===== config.mk =====
export PLATFORM = sky130hd
export DESIGN_NAME = fetch_stage
export DESIGN_NICKNAME = d
export VERILOG_FILES = /design/src/rtl/fetch_stage.sv
export SDC_FILE = /design/constraint.sdc
export NUM_CORES = 1
export LEC_CHECK = 0
export ABC_AREA = 1
export CELL_PAD_IN_SITES_DETAIL_PLACEMENT = 0
export CELL_PAD_IN_SITES_GLOBAL_PLACEMENT = 1
export CORE_ASPECT_RATIO = 1.5
export CORE_MARGIN = 3
export CORE_UTILIZATION = 40
export CTS_BUF_LIST = sky130_fd_sc_hd__clkbuf_8
export DETAILED_ROUTE_END_ITERATION = 12
export PLACE_DENSITY = 0.94
export SYNTH_ARGS = -nofsm -noshare
export SYNTH_HDL_FRONTEND = slang
export SYNTH_SLANG_ARGS = --single-unit

===== constraint.sdc =====
create_clock -name clk -period 4.45 [get_ports clk]
set_input_delay 0.445 -clock clk [delete_from_list [all_inputs] [get_ports clk]]
set_output_delay 0.445 -clock clk [all_outputs]
set_load 0.005 [all_outputs]

===== src/rtl/fetch_stage.sv =====
`default_nettype none
// +-------------------------------------------------------------------------+
// | fetch_stage: PC owner, single-outstanding instruction fetch into IF/ID  |
// | Rev 1.0                                                                 |
// +-------------------------------------------------------------------------+
module fetch_stage #(
  parameter logic [31:0] RESET_PC = 32'h8002_0000
) (
  input  logic        clk,
  input  logic        rst_n,
  input  logic        stall,
  input  logic        redirect_valid,
  input  logic [31:0] redirect_pc,
  output logic        mem_req,
  output logic [31:0] mem_addr,
  input  logic        mem_ack,
  input  logic [31:0] mem_rdata,
  output logic [31:0] pc_out,
  output logic [31:0] ir_out,
  output logic        valid_out
);

  typedef enum logic [2:0] {
    BOOT  = 3'd0,
    FETCH = 3'd1,
    WAIT  = 3'd2,
    HOLD  = 3'd3,
    DRAIN = 3'd4
  } state_t;

  state_t      state;
  logic [31:0] pc;
  logic [31:0] redirect_tgt;
  logic [31:0] pc_seq;

  assign redirect_tgt = redirect_pc & 32'hFFFF_FFFC;
  assign pc_seq       = pc + 32'd4;

  // mem_req is registered, so it is raised on every transition into FETCH
  // together with the address that FETCH will present.
  always_ff @(posedge clk or negedge rst_n) begin
    if (!rst_n) begin
      state     <= BOOT;
      pc        <= RESET_PC;
      mem_req   <= 1'b0;
      mem_addr  <= 32'd0;
      pc_out    <= 32'd0;
      ir_out    <= 32'd0;
      valid_out <= 1'b0;
    end else begin
      mem_req <= 1'b0;
      case (state)
        BOOT: begin
          state    <= FETCH;
          mem_req  <= 1'b1;
          mem_addr <= pc;
        end

        FETCH: begin
          valid_out <= 1'b0;
          if (redirect_valid) begin
            pc    <= redirect_tgt;
            state <= DRAIN;
          end else begin
            state <= WAIT;
          end
        end

        WAIT: begin
          valid_out <= 1'b0;
          if (redirect_valid) begin
            pc <= redirect_tgt;
            if (mem_ack) begin
              state    <= FETCH;
              mem_req  <= 1'b1;
              mem_addr <= redirect_tgt;
            end else begin
              state <= DRAIN;
            end
          end else if (mem_ack) begin
            pc_out    <= pc;
            ir_out    <= mem_rdata;
            valid_out <= 1'b1;
            pc        <= pc_seq;
            mem_addr  <= pc_seq;
            if (stall) begin
              state <= HOLD;
            end else begin
              state   <= FETCH;
              mem_req <= 1'b1;
            end
          end
        end

        HOLD: begin
          if (redirect_valid) begin
            valid_out <= 1'b0;
            pc        <= redirect_tgt;
            state     <= FETCH;
            mem_req   <= 1'b1;
            mem_addr  <= redirect_tgt;
          end else if (!stall) begin
            valid_out <= 1'b0;
            state     <= FETCH;
            mem_req   <= 1'b1;
            mem_addr  <= pc;
          end
        end

        DRAIN: begin
          valid_out <= 1'b0;
          if (redirect_valid) begin
            pc <= redirect_tgt;
          end
          // A redirect landing on the draining ack must steer the refetch too.
          if (mem_ack) begin
            state    <= FETCH;
            mem_req  <= 1'b1;
            mem_addr <= redirect_valid ? redirect_tgt : pc;
          end
        end

        default: begin
          state <= BOOT;
        end
      endcase
    end
  end

endmodule
`default_nettype wire


==> results.md, run 1 <==
- The via count normalized by instance count is 5.21.
- The count of endpoints failing hold in the final timing report was 0.
- The area of the core region is 17400 sq um.
- The analysis attributes to cell leakage a power of 0.00418 uW.
- Measured against its own limit, the worst slew margin works out to 31.4%.
- The length in cells of the worst reg-to-reg path is 10.
- CTS placed an instance of sky130_fd_sc_hd__clkbuf_8 at the clock tree root.
- Cells fill 53.3% of the core in the end.
- The worst reg2reg path startpoint is state[2]$_DFFE_PN0P_.
- In this run the mean area of a mapped cell was 7.56 sq um.
- The wire length of the first global-routing pass is 33700 microns.
- Dividing the final minimum period by the clock period gives 63.2%.
- The total number of vias is 6849.
- The startpoint of the worst setup timing path is state[2]$_DFFE_PN0P_.
- Dividing the detail-routed wire length by the instance count gives 16.0 microns.
- The CTS tree is done.
- The detailed router finished its first iteration with 513 violations.
- The total count of max-transition violations in the final report came to 0.
- The total clock sinks is 133.
- The number of port buffers is 164.
- Once the clock tree was built, the setup fixing pass inserted 0 buffers.
- The gate count after technology mapping is 944.
- Measured along the x axis, the die boundary spans 115 microns.
- At the worst endpoint, the arrival time is 3.21 ns.
- The post-DP HPWL is 14400 microns.
- 167 I/O pins were placed.
- STA classifies the critical path endpoint as a flip-flop.
- The via count of the first global-routing pass is 6608.
- The area added between synthesis and finish is 30.1%.
- The die is 170 microns tall.
- The initial antenna violation count was 0.
- At the pin with the least slew margin, the transition time is 1.03 ns.
- The post-route netlist has 8.44% of its cells at a drive strength greater than 1.
- The number of inserted filler cells in the final layout is 1745.
- After synthesis, the share of flip-flops with an asynchronous set or reset is 100%.
- After synthesis the netlist holds a flip-flop and latch count of 133.
- Power comes to 6790 uW.
- The final setup TNS is 0 ns.
- The clock transition time at the flip-flop clock pins of the worst setup and hold paths is 0.08 ns.
- The worst-skew pair later-pin latency is 0.45 ns.
- For the final database, setup skew stands at 0.00911 ns.
- The startpoint type of the worst setup path is a flip-flop.
- Setup violations remaining at the end of the flow were counted as 0.
- The number of nets in the synthesized netlist is 1014.
- The count of cells resized by post-cts repair is 0.
- For this configuration, the core starts out at a cell density of 41.0%.
- Setup repair after global routing left no endpoint under its margin.
- Static timing analysis puts the maximum clock frequency at 355 MHz.
- The number of buffers on the longest clock path is 2.
- The worst reg-to-reg setup slack is 1.64 ns.
- The total length of routed wires is 21000 microns.
- The number of warnings reported in the yosys synthesis log is 0.
- The TritonCTS buffer count is 17.
- The clock period minus worst slack is 2.81 ns.
- The tightest min-delay check is of the primary input to async pin type.
- The synthesized netlist occupies a cell area of 7140 sq um.
- The worst setup path is of the flip-flop to flip-flop kind.
- The power density over cell area is 731 nW/um^2.
- Max-cap violations in this run came to 0.
- The number of H-tree branching levels is 4.
- In the synthesized netlist the dominant register cell turns out to be sky130_fd_sc_hd__dfrtp_1.
- The number of antenna diodes in the final layout is 0.
- The run finished with clean final reports.
- After synthesis, the netlist uses 38 different library cells.
- After detailed routing, the number of remaining DRC violations is 0.
- The all-layer global routing usage is 21.7%.
- The net count of the finished layout is 1160.
- The number of hold buffers added after CTS was 0.
- The required arrival time at the worst endpoint is 4.84 ns.
- The count of antenna-violating nets left after detailed routing is 0.
- The critical-path maximum fanout is 28.
- The detailed-router iteration count before antenna repair is 5.
- After synthesis, flip-flops and latches occupy 46.6% of the total area.
- The endpoint identified for the worst register-to-register timing path is pc[30]$_DFFE_PN0P_.
- The congestion estimate from routability-driven global placement came to 0.887.
- IR analysis of the VDD net gives a maximum drop of 298 uV.
- The largest net degree at the start of global routing is 110.
- The total global routing overflow is 0.
- The number of synthesized flops with an enable pin is 0.
- The die footprint is 19500 sq um.
- In this run the core area contains 59 standard-cell rows.
[critical path: stages (launching register included)]
cell and delay [ns]:
sky130_fd_sc_hd__dfrtp_1 0.46, sky130_fd_sc_hd__inv_2 0.08, sky130_fd_sc_hd__nand2_1 0.10, sky130_fd_sc_hd__nor2_2 0.45, sky130_fd_sc_hd__buf_4 0.41, sky130_fd_sc_hd__o21ai_1 0.17
sky130_fd_sc_hd__nand2_2 0.34, sky130_fd_sc_hd__buf_4 0.36, sky130_fd_sc_hd__o21ai_0 0.13, sky130_fd_sc_hd__o21bai_1 0.18, sky130_fd_sc_hd__nand2_1 0.06
[layout by cell type, fill, tap and decap left out, types with 8 or more instances in the layout]
master and count:
sky130_fd_sc_hd__nand2_1 245, sky130_fd_sc_hd__clkdlybuf4s50_1 163, sky130_fd_sc_hd__nor2_1 135, sky130_fd_sc_hd__dfrtp_1 131
sky130_fd_sc_hd__o21ai_0 105, sky130_fd_sc_hd__inv_1 74, sky130_fd_sc_hd__a21oi_1 56, sky130_fd_sc_hd__nand3_1 53
sky130_fd_sc_hd__mux2_2 34, sky130_fd_sc_hd__clkbuf_8 18, sky130_fd_sc_hd__o22ai_1 13, sky130_fd_sc_hd__o21ai_1 11
sky130_fd_sc_hd__inv_2 8, sky130_fd_sc_hd__buf_4 8
[power by group]
group	switching, uW	leakage [uW]	internal [uW]
logic	1940	0.00235	1590
registers	413	0.00162	1810
clock network	476	0.000209	555
total	2830	0.00418	3960
[layer usage]
metal  GRT usage (%)  routed length (microns)  part of all wire [%]
met5               0                        0                     0
met1            26.3                     8620                    41
met2            38.4                    10700                    51
met3            4.00                     1190                   5.6
met4            7.30                      482                   2.3
[final cells by class]
class	instances	area, sq um	share of cell area (%)
timing repair buffer	172	1700	18.3
multi-input combinational	688	3310	35.6
clock buffer	18	248	2.67
tap	213	267	2.87
clock inverter	13	144	1.55
inverter	78	293	3.15
sequential	133	3330	35.8
[registers in the layout, summed over array words and instances (netlist names)]
name	flops
mem_req	1
ir_out	32
pc	32
valid_out	1
pc_out	32
mem_addr	32
state	3
[through the flow]
stage	worst slack, ns	cells	area (sq um)	hold WS (ns)
5_1_grt	1.43	1315	9290	0.224
2_1_floorplan	2.88	944	7140	0.149
6_report	1.64	1315	9290	0.137
4_1_cts	1.63	1315	9290	0.183
3_5_place_dp	1.38	1284	8900	0.471
3_3_place_gp	1.39	1284	8900	0.465
[how the worst max path moves through the flow]
stage / slack (ns) / end
after global placement: 1.39 / mem_addr[6]$_DFFE_PN0P_
after CTS: 1.63 / pc[30]$_DFFE_PN0P_
final: 1.64 / pc[30]$_DFFE_PN0P_
after detailed placement: 1.38 / mem_addr[6]$_DFFE_PN0P_
after floorplan: 2.88 / mem_addr[3]$_DFFE_PN0P_
after global routing: 1.43 / pc[30]$_DFFE_PN0P_
[synth_stat cells, types with 3 or more instances]
library cell	instances	share of area, %
sky130_fd_sc_hd__dfrtp_1	131	46
sky130_fd_sc_hd__a21oi_1	56	3.9
sky130_fd_sc_hd__buf_2	30	2.1
sky130_fd_sc_hd__inv_1	71	3.7
sky130_fd_sc_hd__o211ai_1	4	0.42
sky130_fd_sc_hd__clkbuf_1	10	0.53
sky130_fd_sc_hd__o21ai_1	11	0.77
sky130_fd_sc_hd__inv_2	7	0.37
sky130_fd_sc_hd__o22ai_1	13	1.1
sky130_fd_sc_hd__nor2_2	4	0.35
sky130_fd_sc_hd__nor2_1	135	7.1
sky130_fd_sc_hd__a31oi_1	4	0.35
sky130_fd_sc_hd__buf_4	4	0.42
sky130_fd_sc_hd__o21ai_0	105	7.4
sky130_fd_sc_hd__nand4_1	3	0.26
sky130_fd_sc_hd__mux2_2	34	5.4
sky130_fd_sc_hd__nand3_1	54	3.8
sky130_fd_sc_hd__nand2_1	245	13
[kinds of logic (layout without fill, tap and decap cells)]
logic type | Yosys count | in the layout | share of synthesized area, %
adder cells (fa/ha/maj) | 1 | 1 | 0.175
XOR/XNOR | 1 | 1 | 0.123
AO/OA/AOI/OAI | 202 | 202 | 15.0
buffers and inverters | 123 | 281 | 7.22
AND/OR/NAND/NOR | 450 | 450 | 25.5
multiplexers | 34 | 34 | 5.36
flip-flops | 133 | 133 | 46.6
No activity file was read; power rests on OpenSTA's default activity.
==> inputs of run 2 (changes only) <==
--- a/config.mk
+++ b/config.mk
@@ -10,10 +10,10 @@
 export CELL_PAD_IN_SITES_GLOBAL_PLACEMENT = 1
 export CORE_ASPECT_RATIO = 1.5
 export CORE_MARGIN = 3
-export CORE_UTILIZATION = 40
+export CORE_UTILIZATION = 34
 export CTS_BUF_LIST = sky130_fd_sc_hd__clkbuf_8
 export DETAILED_ROUTE_END_ITERATION = 12
-export PLACE_DENSITY = 0.94
+export PLACE_DENSITY = 0.85
 export SYNTH_ARGS = -nofsm -noshare
 export SYNTH_HDL_FRONTEND = slang
 export SYNTH_SLANG_ARGS = --single-unit
==> constraint.sdc (replaced) <==
create_clock -name clk -period 2.5 [get_ports clk]
set_input_delay 0.25 -clock clk [delete_from_list [all_inputs] [get_ports clk]]
set_output_delay 0.25 -clock clk [all_outputs]
set_load 0.005 [all_outputs]
==> run 2 against run 1 <==
Compared with the run above: hold slack gained 0.19 ns; final cell count increased by 4.9%; first-iteration DRC count fell by 10%; wire length increased by 4.6%.
==> results.md, run 2 (same netlist as run 1, synthesis figures left out) <==
- The all-layer global routing usage is 19.5% (-2.2 points).
- The effective utilization at floorplan is 34.8% (-6.2 points).
- The initial antenna violation count was 0 (unchanged).
- The number of port buffers is 164 (unchanged).
- The share of cells above drive strength 1 came to 9.77% (+1.3 points).
- Counting stages on the worst path, the most repeated cell is sky130_fd_sc_hd__nand2_1.
- The count of endpoints failing hold in the final timing report came to 0 (unchanged).
- The sequential fraction of design power is 31.0% (-1.8 points).
- The final-report setup violation count is 0 (unchanged).
- The maximum clock frequency is 492 MHz (+38%).
- The post-route DRC violation count is 0 (unchanged).
- The clock transition time at the flip-flop clock pins of the worst setup and hold paths came to 0.08 ns (about the same).
- Setup repair after global routing left no endpoint under its margin.
- The post-route total power is 12800 uW (+88%).
- The total number of vias is 6887 (+0.55%).
- The number of buffers on the longest clock path was 2 (unchanged).
- The count of antenna-violating nets left after detailed routing is 0 (unchanged).
- The flow ran to the end, and the final reports show no timing, DRC or antenna violations.
- The transition at the pin with the smallest max-transition slack came to 0.590 ns (-0.440 ns).
- The path category of the worst min-delay check is primary input to async pin.
- The detailed-router iteration count before antenna repair is 5 (unchanged).
- The wire length of the first global-routing pass is 35700 microns (+5.8%).
- The final setup TNS came to 0 ns (unchanged).
- The critical-path maximum fanout was 5 (-82%).
- The count of placed standard cells including taps is 1348 (+5.0%).
- The final cell count without fillers came to 1380 (+4.9%).
- The largest stage delay on the critical path is 0.45 ns (about the same).
- The die height is 183 microns (+8.2%).
- The count of buffer and inverter cells on the critical path is 0 (-3).
- The slowest stage of the critical path is the sky130_fd_sc_hd__dfrtp_1 cell.
- The fraction of power spent switching nets is 40.6% (-1.1 points).
- The worst setup slack after layout was 0.467 ns (-1.17 ns).
- The clock period minus worst slack is 2.03 ns (-0.782 ns).
- The startpoint type of the worst setup path is a flip-flop.
- The tree is rooted in a sky130_fd_sc_hd__clkbuf_8.
- The combinational cell fraction of total power was 50.8% (-1.3 points).
- The arrival time at the worst endpoint is 2.42 ns (-0.79 ns).
- The number of antenna cells inserted is 0 (unchanged).
- The number of H-tree branching levels was 4 (unchanged).
- The die footprint is 22800 sq um (+17%).
- The worst slew slack as a fraction of its limit is 60.6% (+29 points).
- The total count of max-transition violations in the final report is 0 (unchanged).
- The maximum ir drop on the vdd rail was 582 uV (+95%).
- Leaving out fill and tap cells, the most frequent cells in the layout are 245 x sky130_fd_sc_hd__nand2_1, 163 x sky130_fd_sc_hd__clkdlybuf4s50_1, 135 x sky130_fd_sc_hd__nor2_1.
- The post-CTS setup buffer count came to 0 (unchanged).
- The number of inserted filler cells in the final layout is 2129 (+22%).
- The post-DP HPWL is 15600 microns (+8.7%).
- Traced cell by cell, the critical path runs through ha_1 -> nand3_1 -> nor2_1 -> nand2_1 -> nor2_1 -> nand2_1 -> nand2_1 -> o211ai_1 -> a21oi_1.
- The largest net degree at the start of global routing is 63 (-43%).
- The worst setup path is of the flip-flop to flip-flop kind.
- The number of maximum-capacitance constraint violations is 0 (unchanged).
- The instance area at placement was 9110 sq um (+2.4%).
- The internal power is 7590 uW (+92%).
- The area added between synthesis and finish is 34.7%.
- The area of the core region is 20500 sq um (+18%).
- The portion of the clock cycle consumed by the worst path in the final layout is 81.3% (+18 points).
- The net total in the final layout is 1174 (+1.2%).
- The setup clock skew after layout was 0.0123 ns (+0.00317 ns).
- The kind of cell adding the most delay to the critical path is simple AND/OR/NAND/NOR gates.
- The endpoint kind of the worst setup timing path is a flip-flop.
- The TritonCTS buffer count is 17 (unchanged).
- The count of boundary I/O pins is 167 (unchanged).
- The worst-case setup slack after placement is 0.311 ns (-1.07 ns).
- The initial DRC count came to 460 (-10%).
- The routability congestion estimate from global placement is 0.857 (-3.4%).
- The number of rows created at floorplan came to 64 (+8.5%).
- The total length of routed wires is 22000 microns (+4.6%).
- The worst-skew pair later-pin latency was 0.46 ns (about the same).
- The total clock sinks is 133 (unchanged).
- The power density over cell area is 1330 nW/um^2 (+82%).
- TritonCTS built the clock tree.
- The reported net switching power came to 5190 uW (+83%).
- The power share of the clock group came to 18.2% (+3.0 points).
- The die width is 124 microns (+8.0%).
- The routed length per instance was 15.9 microns (-0.31%).
- The via count of the first global-routing pass is 6796 (+2.8%).
- The cell leakage power is 0.00431 uW (+3.1%).
- The required arrival time at the worst endpoint is 2.88 ns (-1.96 ns).
- The total global routing overflow was 0 (unchanged).
- The library cell used most frequently in the layout, excluding fill and tap cells, is sky130_fd_sc_hd__nand2_1.
- The post-route cell area was 9620 sq um (+3.6%).
- The via count normalized by instance count is 4.99 (-4.2%).
run 2: path summary, 6_finish.rpt:
path	startpoint	slack, ns	to	cells after the start
max	pc[3]$_DFFE_PN0P_	0.47	pc[26]$_DFFE_PN0P_	9
min	rst_n	0.32	ir_out[26]$_DFFE_PN0P_	2
max reg2reg	pc[3]$_DFFE_PN0P_	0.47	pc[26]$_DFFE_PN0P_	9
min reg2reg	valid_out$_DFFE_PN0P_	0.48	valid_out$_DFFE_PN0P_	2
max in group asynchronous	rst_n	1.41	pc_out[2]$_DFFE_PN0P_	3
min in group clk	mem_rdata[22]	0.40	ir_out[22]$_DFFE_PN0P_	2
run 2: what timing repair did:
item                      CTS  global route
hold endpoints to repair   55             0
hold buffers                1             0
gates resized for setup     0             0
run 2: power groups by stage:
stage / clock [uW] / combinational (uW) / sequential (uW)
after detailed placement: 0 / 6530 / 3990
after global placement: 0 / 6450 / 3970
after CTS: 2390 / 6560 / 3960
after floorplan: 0 / 3680 / 3910
final: 2330 / 6490 / 3960
after global routing: 2480 / 7230 / 4110
run 2: layer usage:
layer  vias up  part of all wire [%]  global-route usage [%]
li1       3397                     -                       -
met1      3257                    42                    23.7
met2       195                    50                    34.2
met3        38                   4.3                    3.92
met4         0                   2.8                    7.77
met5         -                     0                       0
run 2: stage by stage:
stage          util, %  hold slack (ns)
2_1_floorplan        -          -0.0456
3_3_place_gp      44.4            0.259
3_5_place_dp      44.4            0.258
4_1_cts           46.9            0.330
5_1_grt           46.9            0.355
6_report          46.9            0.323
run 2: area by class of cell:
cell class                 count  area (sq um)  share of cell area, %
clock inverter                13           253                   2.63
sequential                   133          3330                   34.6
inverter                      78           293                   3.04
clock buffer                  18           248                   2.57
multi-input combinational    688          3310                   34.4
timing repair buffer         186          1860                   19.3
tap                          264           330                   3.43
